<file path="src/rtl/membus_arbiter.sv">
// Two-port (fetch/data) arbiter onto one MMIO bus, with a 2-entry in-order tracker that routes responses back.
// Optional macro MEMBUS_ARB_STARVE_GUARD_EN adds a fetch-starvation counter that forces a fetch grant.
module membus_arbiter #(
  parameter int XLEN         = 64,
  parameter int DATA_WIDTH   = 64,
  parameter int STARVE_LIMIT = 4
) (
  input  logic                    clk,
  input  logic                    rst,
  input  logic                    i_valid,
  output logic                    i_ready,
  input  logic [XLEN-1:0]         i_addr,
  output logic                    i_rvalid,
  output logic [31:0]             i_rdata,
  input  logic                    d_valid,
  output logic                    d_ready,
  input  logic [XLEN-1:0]         d_addr,
  input  logic                    d_wen,
  input  logic [DATA_WIDTH-1:0]   d_wdata,
  input  logic [DATA_WIDTH/8-1:0] d_wmask,
  output logic                    d_rvalid,
  output logic [DATA_WIDTH-1:0]   d_rdata,
  output logic                    m_valid,
  input  logic                    m_ready,
  output logic [XLEN-1:0]         m_addr,
  output logic                    m_wen,
  output logic [DATA_WIDTH-1:0]   m_wdata,
  output logic [DATA_WIDTH/8-1:0] m_wmask,
  input  logic                    m_rvalid,
  input  logic [DATA_WIDTH-1:0]   m_rdata,
  output logic                    proto_err
);

  localparam int CW = $clog2(STARVE_LIMIT + 1);

  logic [1:0] count_q, count_d;
  logic       rdPtr_q, rdPtr_d;
  logic       wrPtr_q, wrPtr_d;
  logic [1:0] entSrc_q, entSrc_d;
  logic [1:0] entAddr2_q, entAddr2_d;
  logic       protoErr_q, protoErr_d;

  logic fifoFull, fifoEmpty;
  logic starveOverride, grantD, grantI;
  logic reqValid, accept, iAccept, pop;
  logic headSrc, headAddr2, pushAddr2;

  assign fifoFull  = (count_q == 2'd2);
  assign fifoEmpty = (count_q == 2'd0);

`ifdef MEMBUS_ARB_STARVE_GUARD_EN
  logic [CW-1:0] starveCnt_q, starveCnt_d;

  assign starveOverride = i_valid && (starveCnt_q == CW'(STARVE_LIMIT));

  // Counts cycles a fetch waits unserved; any gap in i_valid or a fetch accept restarts it.
  always_comb begin
    starveCnt_d = starveCnt_q;
    if (!i_valid || iAccept) begin
      starveCnt_d = '0;
    end else if (!i_ready && (starveCnt_q != CW'(STARVE_LIMIT))) begin
      starveCnt_d = starveCnt_q + CW'(1);
    end
  end

  always_ff @(posedge clk) begin
    if (!rst) begin
      starveCnt_q <= '0;
    end else begin
      starveCnt_q <= starveCnt_d;
    end
  end
`else
  assign starveOverride = 1'b0;
`endif

  assign grantD = d_valid & ~starveOverride;
  assign grantI = i_valid & ~grantD;

  // A full tracker blocks issue even when a response pops the same cycle.
  assign reqValid = rst & (i_valid | d_valid) & ~fifoFull;
  assign accept   = reqValid & m_ready;
  assign iAccept  = accept & grantI;

  assign m_valid = reqValid;
  assign i_ready = rst & m_ready & ~fifoFull & grantI;
  assign d_ready = rst & m_ready & ~fifoFull & grantD;

  assign m_addr    = grantD ? d_addr : i_addr;
  assign m_wen     = grantD & d_wen;
  assign m_wdata   = grantD ? d_wdata : '0;
  assign m_wmask   = grantD ? d_wmask : '0;
  assign pushAddr2 = grantD ? d_addr[2] : i_addr[2];

  assign headSrc   = entSrc_q[rdPtr_q];
  assign headAddr2 = entAddr2_q[rdPtr_q];
  assign pop       = rst & m_rvalid & ~fifoEmpty;

  assign i_rvalid = pop & ~headSrc;
  assign d_rvalid = pop & headSrc;
  assign i_rdata  = headAddr2 ? m_rdata[63:32] : m_rdata[31:0];
  assign d_rdata  = m_rdata;
  assign proto_err = protoErr_q;

  // Tracker entries record source (1 = data port) and address bit 2 for fetch word selection.
  always_comb begin
    entSrc_d   = entSrc_q;
    entAddr2_d = entAddr2_q;
    wrPtr_d    = wrPtr_q;
    rdPtr_d    = rdPtr_q;
    count_d    = count_q;
    if (accept) begin
      entSrc_d[wrPtr_q]   = grantD;
      entAddr2_d[wrPtr_q] = pushAddr2;
      wrPtr_d             = ~wrPtr_q;
    end
    if (pop) begin
      rdPtr_d = ~rdPtr_q;
    end
    case ({accept, pop})
      2'b10:   count_d = count_q + 2'd1;
      2'b01:   count_d = count_q - 2'd1;
      default: count_d = count_q;
    endcase
    protoErr_d = protoErr_q | (m_rvalid & fifoEmpty);
  end

  always_ff @(posedge clk) begin
    if (!rst) begin
      count_q    <= 2'd0;
      rdPtr_q    <= 1'b0;
      wrPtr_q    <= 1'b0;
      entSrc_q   <= 2'b00;
      entAddr2_q <= 2'b00;
      protoErr_q <= 1'b0;
    end else begin
      count_q    <= count_d;
      rdPtr_q    <= rdPtr_d;
      wrPtr_q    <= wrPtr_d;
      entSrc_q   <= entSrc_d;
      entAddr2_q <= entAddr2_d;
      protoErr_q <= protoErr_d;
    end
  end

endmodule

</file>
<file path="config.mk">
export PLATFORM = sky130hd
export DESIGN_NAME = membus_arbiter
export DESIGN_NICKNAME = d
export VERILOG_FILES = /design/src/rtl/membus_arbiter.sv
export SDC_FILE = /design/constraint.sdc
export NUM_CORES = 1
export LEC_CHECK = 0
export CORE_AREA = 4 4 194 196
export CTS_CLUSTER_DIAMETER = 200
export DETAILED_ROUTE_END_ITERATION = 7
export DIE_AREA = 0 0 198 200
export PLACE_DENSITY = 0.42
export RECOVER_POWER = 25
export SYNTH_ARGS = -nofsm -noshare
export SYNTH_HDL_FRONTEND = slang
export SYNTH_SLANG_ARGS = --single-unit
</file>
<file path="constraint.sdc">
create_clock -name clk -period 2.2 [get_ports clk]
set_input_delay 0.55 -clock clk [delete_from_list [all_inputs] [get_ports clk]]
set_output_delay 0.55 -clock clk [all_outputs]
set_load 0.03 [all_outputs]
</file>
==> results of run 1 <==
==> synth_stat cells (all sizes together) <==
master	instances
mux2	95
buf	77
and2	76
clkbuf	9
dfxtp	9
nand2	8
mux2i	6
nor2	5
inv	3
nor2b	3
xnor2	3
nand3	2
nor4b	2
o21ai	2
o22ai	2
or3	2
a21boi	1
a21oi	1
ha	1
nand2b	1
nor3	1
nor4	1
o211ai	1
==> how the worst min path moves through the flow <==
stage	from	endpoint	slack, ns	cells after the start
2_1_floorplan	entSrc_q[0]	entSrc_q[0]	0.43	2
3_3_place_gp	entSrc_q[0]	entSrc_q[0]	0.45	2
3_5_place_dp	entSrc_q[0]	entSrc_q[0]	0.45	2
4_1_cts	entSrc_q[0]	entSrc_q[0]	0.47	2
5_1_grt	entSrc_q[0]	entSrc_q[0]	0.48	2
6_report	entSrc_q[0]	entSrc_q[0]	0.46	2
==> registers in the layout (all words and copies together), names as in the netlist <==
register	count
count_q	2
entAddr2_q	2
entSrc_q	2
proto_err	1
rdPtr_q	1
wrPtr_q	1
==> cell usage in the layout (no fill, tap or decap), types with 2 or more instances in the layout <==
| cell type | count |
|---|---|
| nand2_1 | 8 |
| buf_2 | 4 |
| buf_8 | 3 |
| nand3_1 | 2 |
| inv_1 | 3 |
| mux2_2 | 72 |
| dlygate4sd2_1 | 19 |
| mux2_4 | 23 |
| buf_6 | 29 |
| and2_1 | 76 |
| clkdlybuf4s50_1 | 267 |
| buf_4 | 113 |
| o21ai_0 | 2 |
| nor4b_1 | 2 |
| o22ai_1 | 2 |
| or3_1 | 2 |
| nor2b_1 | 3 |
| xnor2_1 | 3 |
| nor2_1 | 2 |
| clkbuf_1 | 52 |
| mux2i_1 | 4 |
| clkbuf_16 | 3 |
| buf_12 | 68 |
| dfxtp_1 | 8 |
| nor2_2 | 2 |
==> metrics by stage <==
stage | instances | instance area [um2] | setup WS, ns | total power [mW] | util
floorplan | 311 | 2610 | 0.179 | 1.25 | -
global placement | 1238 | 8240 | -0.198 | 2.52 | 0.228
detailed placement | 1238 | 8240 | -0.214 | 2.52 | 0.228
CTS | 1254 | 8650 | -0.0998 | 2.97 | 0.240
global route | 1253 | 8440 | -0.0637 | 3.00 | 0.234
finish | 1253 | 8440 | -0.0138 | 2.86 | 0.234
==> cell type report <==
type	instances	area [um2]
fill	4016	27600
timing repair buffer	556	5650
multi-input combinational	213	1930
tap	468	586
sequential	9	181
clock buffer	4	78.8
inverter	3	11.3
==> cell families (layout without fill, tap and decap cells) <==
kind of cell               count (synthesis)  after routing  share of synthesized area
buffers and inverters                     89            563                      0.236
DFF                                        9              9                     0.0690
and+or+nand+nor                          101            101                      0.230
AOI/OAI and AO/OA                          7              7                     0.0163
adders and majority gates                  1              1                    0.00479
muxes                                    101            101                      0.434
xor gates and xnor gates                   3              3                     0.0101
==> worst max-delay path: cells and delay by family, from the launching register on <==
| family | cells | cell delay [ns] |
|---|---|---|
| mux | 2 | 0.61 |
| buf+inv | 3 | 0.46 |
| flops | 1 | 0.35 |
==> what timing repair did <==
| item | in CTS | in global routing |
|---|---|---|
| gates cloned | 2 | 0 |
| resized for setup | 118 | 14 |
| pin swaps | 1 | 2 |
| setup buffers | 10 | 1 |
| setup endpoints to repair | 65 | 44 |
==> power by group through the flow <==
stage               combinational, mW  clock [mW]  sequential, mW
finish                           2.35       0.319           0.195
global route                     2.46       0.340           0.196
CTS                              2.44       0.326           0.195
detailed placement               2.32           0           0.197
global placement                 2.32           0           0.196
floorplan                        1.05           0           0.197
==> per-layer routing <==
layer | share of wire | vias to the layer above | GRT usage
met5 | 0.00029 | - | 0
met4 | 0.0051 | 2 | 0.0117
met1 | 0.33 | 1830 | 0.108
li1 | - | 1927 | -
met2 | 0.57 | 282 | 0.226
met3 | 0.096 | 8 | 0.0277
==> flow_metrics.env, run 1 <==
export IMPL_synth_area_leader_cell="mux2_2"
export IMPL_io_pins=510
export IMPL_die_area_um2=39600
export IMPL_vdd_drop_max_uv=140
export IMPL_r2r_setup_slack_ns=0.27
export IMPL_h_tree_depth=1
export IMPL_avgSynthCellArea_um2=8.40
export IMPL_drv_slew=0
export IMPL_critPathMaxStageDelay_ns=0.35
export IMPL_end_kind="output port"
export IMPL_finalHoldViolCount=0
export IMPL_hold_path_class="reg -> reg"
export IMPL_timing_hold_ws_ns=0.464
export IMPL_die_h_um=200
export IMPL_coreArea_um2=36100
export IMPL_leakagePower_nw=3.51
export IMPL_maxCapViolations=0
export IMPL_cts_tree="built"
export IMPL_worstMarginPinSlew_ns=0.414
export IMPL_portBuffers=509
export IMPL_setup_slack_ns=-0.0138
export IMPL_yosysTopAreaCellShare=0.410
export IMPL_startpoint="rdPtr_q"
export IMPL_cts_hold_buf=0
export IMPL_finalSetupTns_ns=-0.0431
export IMPL_synth_area_top_cells="mux2_2, buf_4, and2_1, dfxtp_1, mux2i_1"
export IMPL_setup_viol=6
export IMPL_clk_pin_slew_ns=0.04
export IMPL_synth_cell_types=27
export IMPL_viasPerCell=3.23
export IMPL_initial_core_util=0.0724
export IMPL_track_usage=0.108
export IMPL_grt_pass1_wl_mm=30.7
export IMPL_cts_buffers=3
export IMPL_startpoint_type="register"
export IMPL_dp_hpwl_mm=22.3
export IMPL_regToRegStartpoint="count_q[0]"
export IMPL_violations="setup timing"
export IMPL_setup_worst_path_end="i_rdata[18]"
export IMPL_synth_area_um2=2610
export IMPL_antennaDiodeCount=0
export IMPL_p_clk_frac=0.111
export IMPL_maxSlewHeadroom=0.725
export IMPL_wl_mm=24.3
export IMPL_critPathSlowestCell="dfxtp_2"
export IMPL_clock_path_buffers=2
export IMPL_synth_seq_area_share=0.0690
export IMPL_worstPathArrival_ns=1.66
export IMPL_wl_per_cell_um=19.4
export IMPL_required_ns=1.65
export IMPL_placementRows=70
export IMPL_syn_to_final_growth_pct=223
export IMPL_ys_ff_latch=9
export IMPL_grt_pass1_vias=4303
export IMPL_rsz0062_at_grt="true"
export IMPL_internal_power_mw=1.65
export IMPL_antenna_found_initial=2
export IMPL_drt_iter0_drc=66
export IMPL_fin_crit_sh=1.01
export IMPL_period_minus_slack_ns=2.21
export IMPL_fin_nets=1058
export IMPL_r2r_cells=8
export IMPL_p_sw_mw=1.21
export IMPL_syn_inst=311
export IMPL_r2r_end="count_q[1]"
export IMPL_ys_warn_count=0
export IMPL_synth_fp_nets=583
export IMPL_clock_skew_ns=0.000383
export IMPL_powerDensity_nw_per_um2=339
export IMPL_clkSinkCount=9
export IMPL_drive_above_1_share=0.409
export IMPL_power_frac_comb=0.821
export IMPL_status="finished with violations"
export IMPL_grt_max_degree=25
export IMPL_gp_congestion=0.760
export IMPL_fmax_mhz=452
export IMPL_crit_chain="mux2i_4 > buf_12 > buf_8 > mux2_4 > buf_6"
export IMPL_sequentialPowerShare=0.068
export IMPL_via_count=4049
export IMPL_drc=0
export IMPL_path_class="reg -> out"
export IMPL_p_sw_frac=0.423
export IMPL_die_x_um=198
export IMPL_clock_latency_ns=0.23
export IMPL_crit_fanout=7
export IMPL_root_buffer="clkbuf_16"
export IMPL_grt_overflow_total=0
export IMPL_drt_pass1_iter_count=4
export IMPL_ant_nets=0
Note: power is estimated with default switching activity, not from simulation.
==> run 2, diff against run 1 <==
- PLACE_DENSITY: 0.42 -> unset
- PLACE_DENSITY_LB_ADDON: unset -> 0.05
==> flow_metrics.env, run 2 (synthesis gave the netlist of run 1 again) <==
export IMPL_fin_crit_sh=1.04
export IMPL_drc=0
export IMPL_clkSinkCount=9
export IMPL_ant_nets=0
export IMPL_reg_top3="count_q (2), entAddr2_q (2), entSrc_q (2)"
export IMPL_drt_pass1_iter_count=4
export IMPL_hold_path_class="reg -> reg"
export IMPL_drv_slew=0
export IMPL_fin_area_um2=8420
export IMPL_leakagePower_nw=3.49
export IMPL_placed_area_um2=8220
export IMPL_die_area_um2=39600
export IMPL_io_pins=510
export IMPL_end_kind="output port"
export IMPL_route_met2_wl_mm=13.4
export IMPL_vdd_drop_max_uv=156
export IMPL_wl_met1_mm=5.69
export IMPL_fmax_mhz=438
export IMPL_final_common_cell="clkdlybuf4s50_1"
export IMPL_root_buffer="clkbuf_16"
export IMPL_powerDensity_nw_per_um2=333
export IMPL_placedCellCount=1242
export IMPL_clock_path_buffers=2
export IMPL_h_tree_depth=1
export IMPL_die_x_um=198
export IMPL_syn_to_final_growth_pct=222
export IMPL_grt_overflow_total=0
export IMPL_fillers=3966
export IMPL_rsz0062_at_grt="true"
export IMPL_maxSlewHeadroom=0.689
export IMPL_drive_above_1_share=0.409
export IMPL_period_minus_slack_ns=2.28
export IMPL_status="finished with violations"
export IMPL_wl_mm=22.6
export IMPL_placementRows=70
export IMPL_layout_common_cells="clkdlybuf4s50_1, buf_4, mux2_2"
export IMPL_portBuffers=509
export IMPL_violations="setup timing"
export IMPL_worstPathArrival_ns=1.73
export IMPL_wl_met3_mm=2.99
export IMPL_path_class="reg -> out"
export IMPL_antenna_found_initial=11
export IMPL_via_count=4111
export IMPL_coreArea_um2=36100
export IMPL_clk_pin_slew_ns=0.04
export IMPL_grt_pass1_wl_mm=28.9
export IMPL_setup_slack_ns=-0.0841
export IMPL_viasPerCell=3.26
export IMPL_final_cells=1260
export IMPL_drt_iter0_drc=83
export IMPL_cts_buffers=3
export IMPL_maxCapViolations=0
export IMPL_fin_nets=1063
export IMPL_die_h_um=200
export IMPL_setup_viol=29
export IMPL_cts_tree="built"
export IMPL_worstMarginPinSlew_ns=0.460
export IMPL_crit_fanout=15
export IMPL_finalHoldViolCount=0
export IMPL_fin_util=0.233
export IMPL_grt_pass1_vias=4377
export IMPL_clock_skew_ns=0.00274
export IMPL_gp_congestion=0.801
export IMPL_grt_max_degree=33
export IMPL_finalSetupTns_ns=-1.95
export IMPL_cts_hold_buf=0
export IMPL_initial_core_util=0.0724
export IMPL_dp_hpwl_mm=20.6
export IMPL_wl_per_cell_um=17.9
export IMPL_track_usage=0.0998
export IMPL_startpoint_type="register"
export IMPL_top_layer="met5"
export IMPL_clock_latency_ns=0.23
export IMPL_preCtsSetupSlack_ns=-0.249
export IMPL_required_ns=1.65
run 2: metrics by stage:
| stage | total power, mW | hold slack [ns] |
|---|---|---|
| after floorplan | 1.25 | 0.435 |
| after global placement | 2.49 | 0.473 |
| after detailed placement | 2.48 | 0.464 |
| after CTS | 2.89 | 0.469 |
| after global routing | 2.94 | 0.499 |
| final | 2.80 | 0.483 |
run 2: power breakdown:
group | switching (mW) | internal, mW | total [mW] | leakage, nW
clock | 0.0737 | 0.242 | 0.315 | 0.0382
combinational | 1.07 | 1.22 | 2.29 | 3.38
sequential | 0.0162 | 0.180 | 0.196 | 0.0743
run 2: cell type report:
| type | count | area, um2 | share of cell area |
|---|---|---|---|
| antenna | 2 | 5.00 | 0.000594 |
| tap | 468 | 586 | 0.0695 |
| sequential | 9 | 181 | 0.0215 |
| multi-input combinational | 213 | 1910 | 0.227 |
| inverter | 3 | 11.3 | 0.00134 |
| timing repair buffer | 561 | 5650 | 0.671 |
| clock buffer | 4 | 78.8 | 0.00936 |
run 2: timing repair:
action	4_1_cts	5_1_grt
setup buffers	10	0
gates resized for setup	183	23
pin swaps	1	2
cloned	2	0
endpoints found under the setup margin	104	79
hold endpoints to repair	0	0
run 2: worst paths after layout:
check             slack (ns)          end  cells after the start         from
hold reg to reg         0.48  entSrc_q[1]                      2  entSrc_q[1]
setup reg to reg        0.38   count_q[1]                      7   count_q[0]
setup / recovery       -0.08  i_rdata[29]                      4      rdPtr_q
hold / removal          0.48  entSrc_q[1]                      2  entSrc_q[1]
run 2: per-layer routing:
layer / GRT usage / vias to the layer above
li1: - / 1951
met1: 0.0775 / 1823
met2: 0.215 / 297
met3: 0.0467 / 28
met4: 0.0247 / 12
met5: 0 / -
run 2: worst max-delay path, stage by stage (launching register included):
cell and delay (ns):
dfxtp_2 0.35, mux2i_4 0.30, buf_12 0.20, mux2_2 0.35, clkdlybuf4s15_2 0.28
==> run 3, diff against run 2 <==
- REMOVE_ABC_BUFFERS: unset -> 1
==> flow_metrics.env, run 3 (synthesis gave the netlist of run 1 again) <==
export IMPL_status="finished with violations"
export IMPL_violations="setup timing"
export IMPL_worstPathArrival_ns=1.67
export IMPL_cts_buffers=3
export IMPL_end_kind="output port"
export IMPL_drv_slew=0
export IMPL_setup_viol=1
export IMPL_layout_common_cells="clkdlybuf4s50_1, buf_4, and2_1"
export IMPL_maxSlewHeadroom=0.683
export IMPL_grt_pass1_wl_mm=32.4
export IMPL_drc=0
export IMPL_clock_latency_ns=0.23
export IMPL_grt_max_degree=26
export IMPL_powerDensity_nw_per_um2=342
export IMPL_via_count=3952
export IMPL_fillers=4008
export IMPL_drt_iter0_drc=51
export IMPL_wl_per_cell_um=20.5
export IMPL_fmax_mhz=451
export IMPL_startpoint_type="register"
export IMPL_io_pins=510
export IMPL_clk_pin_slew_ns=0.04
export IMPL_die_area_um2=39600
export IMPL_hold_path_class="reg -> reg"
export IMPL_drive_above_1_share=0.402
export IMPL_fin_nets=1064
export IMPL_internal_power_mw=1.62
export IMPL_die_h_um=200
export IMPL_p_clk_frac=0.114
export IMPL_maxCapViolations=0
export IMPL_path_class="reg -> out"
export IMPL_p_sw_frac=0.420
export IMPL_worstMarginPinSlew_ns=0.470
export IMPL_reg_top3="count_q (2), entAddr2_q (2), entSrc_q (2)"
export IMPL_period_minus_slack_ns=2.22
export IMPL_vdd_drop_max_uv=221
export IMPL_final_cells=1259
export IMPL_sequentialPowerShare=0.069
export IMPL_p_sw_mw=1.17
export IMPL_viasPerCell=3.14
export IMPL_coreArea_um2=36100
export IMPL_grt_pass1_vias=4022
export IMPL_crit_fanout=7
export IMPL_power_frac_comb=0.817
export IMPL_setup_slack_ns=-0.0169
export IMPL_root_buffer="clkbuf_16"
export IMPL_wl_mm=25.8
export IMPL_fin_area_um2=8180
export IMPL_drt_pass1_iter_count=4
export IMPL_cts_tree="built"
export IMPL_syn_to_final_growth_pct=213
export IMPL_initial_core_util=0.0724
export IMPL_final_common_cell="clkdlybuf4s50_1"
export IMPL_antennaDiodeCount=0
export IMPL_required_ns=1.65
export IMPL_fin_crit_sh=1.01
export IMPL_dp_hpwl_mm=23.0
export IMPL_placementRows=70
export IMPL_cts_hold_buf=0
export IMPL_gp_congestion=0.845
export IMPL_preCtsSetupSlack_ns=-0.265
export IMPL_antenna_found_initial=0
export IMPL_h_tree_depth=1
export IMPL_clkSinkCount=9
export IMPL_clock_path_buffers=2
export IMPL_placedCellCount=1238
export IMPL_leakagePower_nw=3.49
export IMPL_die_x_um=198
export IMPL_portBuffers=509
export IMPL_ant_nets=0
export IMPL_finalHoldViolCount=0
export IMPL_clock_skew_ns=0.00241
export IMPL_fin_util=0.227
export IMPL_track_usage=0.114
export IMPL_rsz0062_at_grt="true"
export IMPL_grt_overflow_total=0
export IMPL_placed_area_um2=7820
## run 3: cell count changes in the layout (fill, tap and decap cells not counted), moves of 4 or more
cell,before,now
buf_12,56,31
buf_6,29,25
clkdlybuf4s15_2,15,7
buf_8,0,4
clkdlybuf4s15_1,5,0
buf_4,107,138
mux2_4,17,26
clkbuf_1,47,51
mux2_2,78,69
## run 3: power groups by stage
stage / sequential, mW / combinational [mW] / clock (mW)
final: 0.194 / 2.28 / 0.318
after global routing: 0.197 / 2.40 / 0.340
after detailed placement: 0.197 / 2.22 / 0
after floorplan: 0.201 / 0.782 / 0
after global placement: 0.196 / 2.23 / 0
after CTS: 0.194 / 2.35 / 0.327
## run 3: what timing repair did
item / CTS / global route
gates cloned: 5 / 0
pin swaps: 0 / 2
setup buffers: 6 / 6
setup endpoints to repair: 95 / 41
hold endpoints to repair: 0 / 0
resized for setup: 134 / 31
## run 3: final timing paths
kind	from	end	slack, ns	cells past startpoint
max	rdPtr_q	i_rdata[25]	-0.02	5
min	entSrc_q[0]	entSrc_q[0]	0.46	2
max reg2reg	count_q[1]	count_q[1]	0.40	5
min reg2reg	entSrc_q[0]	entSrc_q[0]	0.46	2
## run 3: cell type report
type | instances | area, um2 | area share
Timing Repair Buffer | 562 | 5390 | 0.659
Multi-Input combinational cell | 213 | 1930 | 0.236
Tap cell | 468 | 586 | 0.0715
Sequential cell | 9 | 184 | 0.0225
Clock buffer | 4 | 78.8 | 0.00963
Inverter | 3 | 11.3 | 0.00138
## run 3: routing by layer
layer,GRT usage,routed length [um]
met5,0,0
met4,0.0125,240
met3,0.0252,1860
met2,0.241,15200
met1,0.116,8510
## run 3: worst max-delay path: stages, from the launching register on
cell and delay [ns]:
dfxtp_4 0.35, mux2i_4 0.27, buf_12 0.19, buf_16 0.14
mux2_4 0.33, buf_6 0.15
## run 3: metrics by stage
step / power (mW) / hold slack (ns) / setup TNS (ns)
floorplan: 0.982 / 0.435 / -13.10
global placement: 2.43 / 0.457 / -11.94
detailed placement: 2.42 / 0.460 / -11.84
CTS: 2.87 / 0.466 / -1.79
global route: 2.94 / 0.494 / -0.842
finish: 2.80 / 0.464 / -0.0169
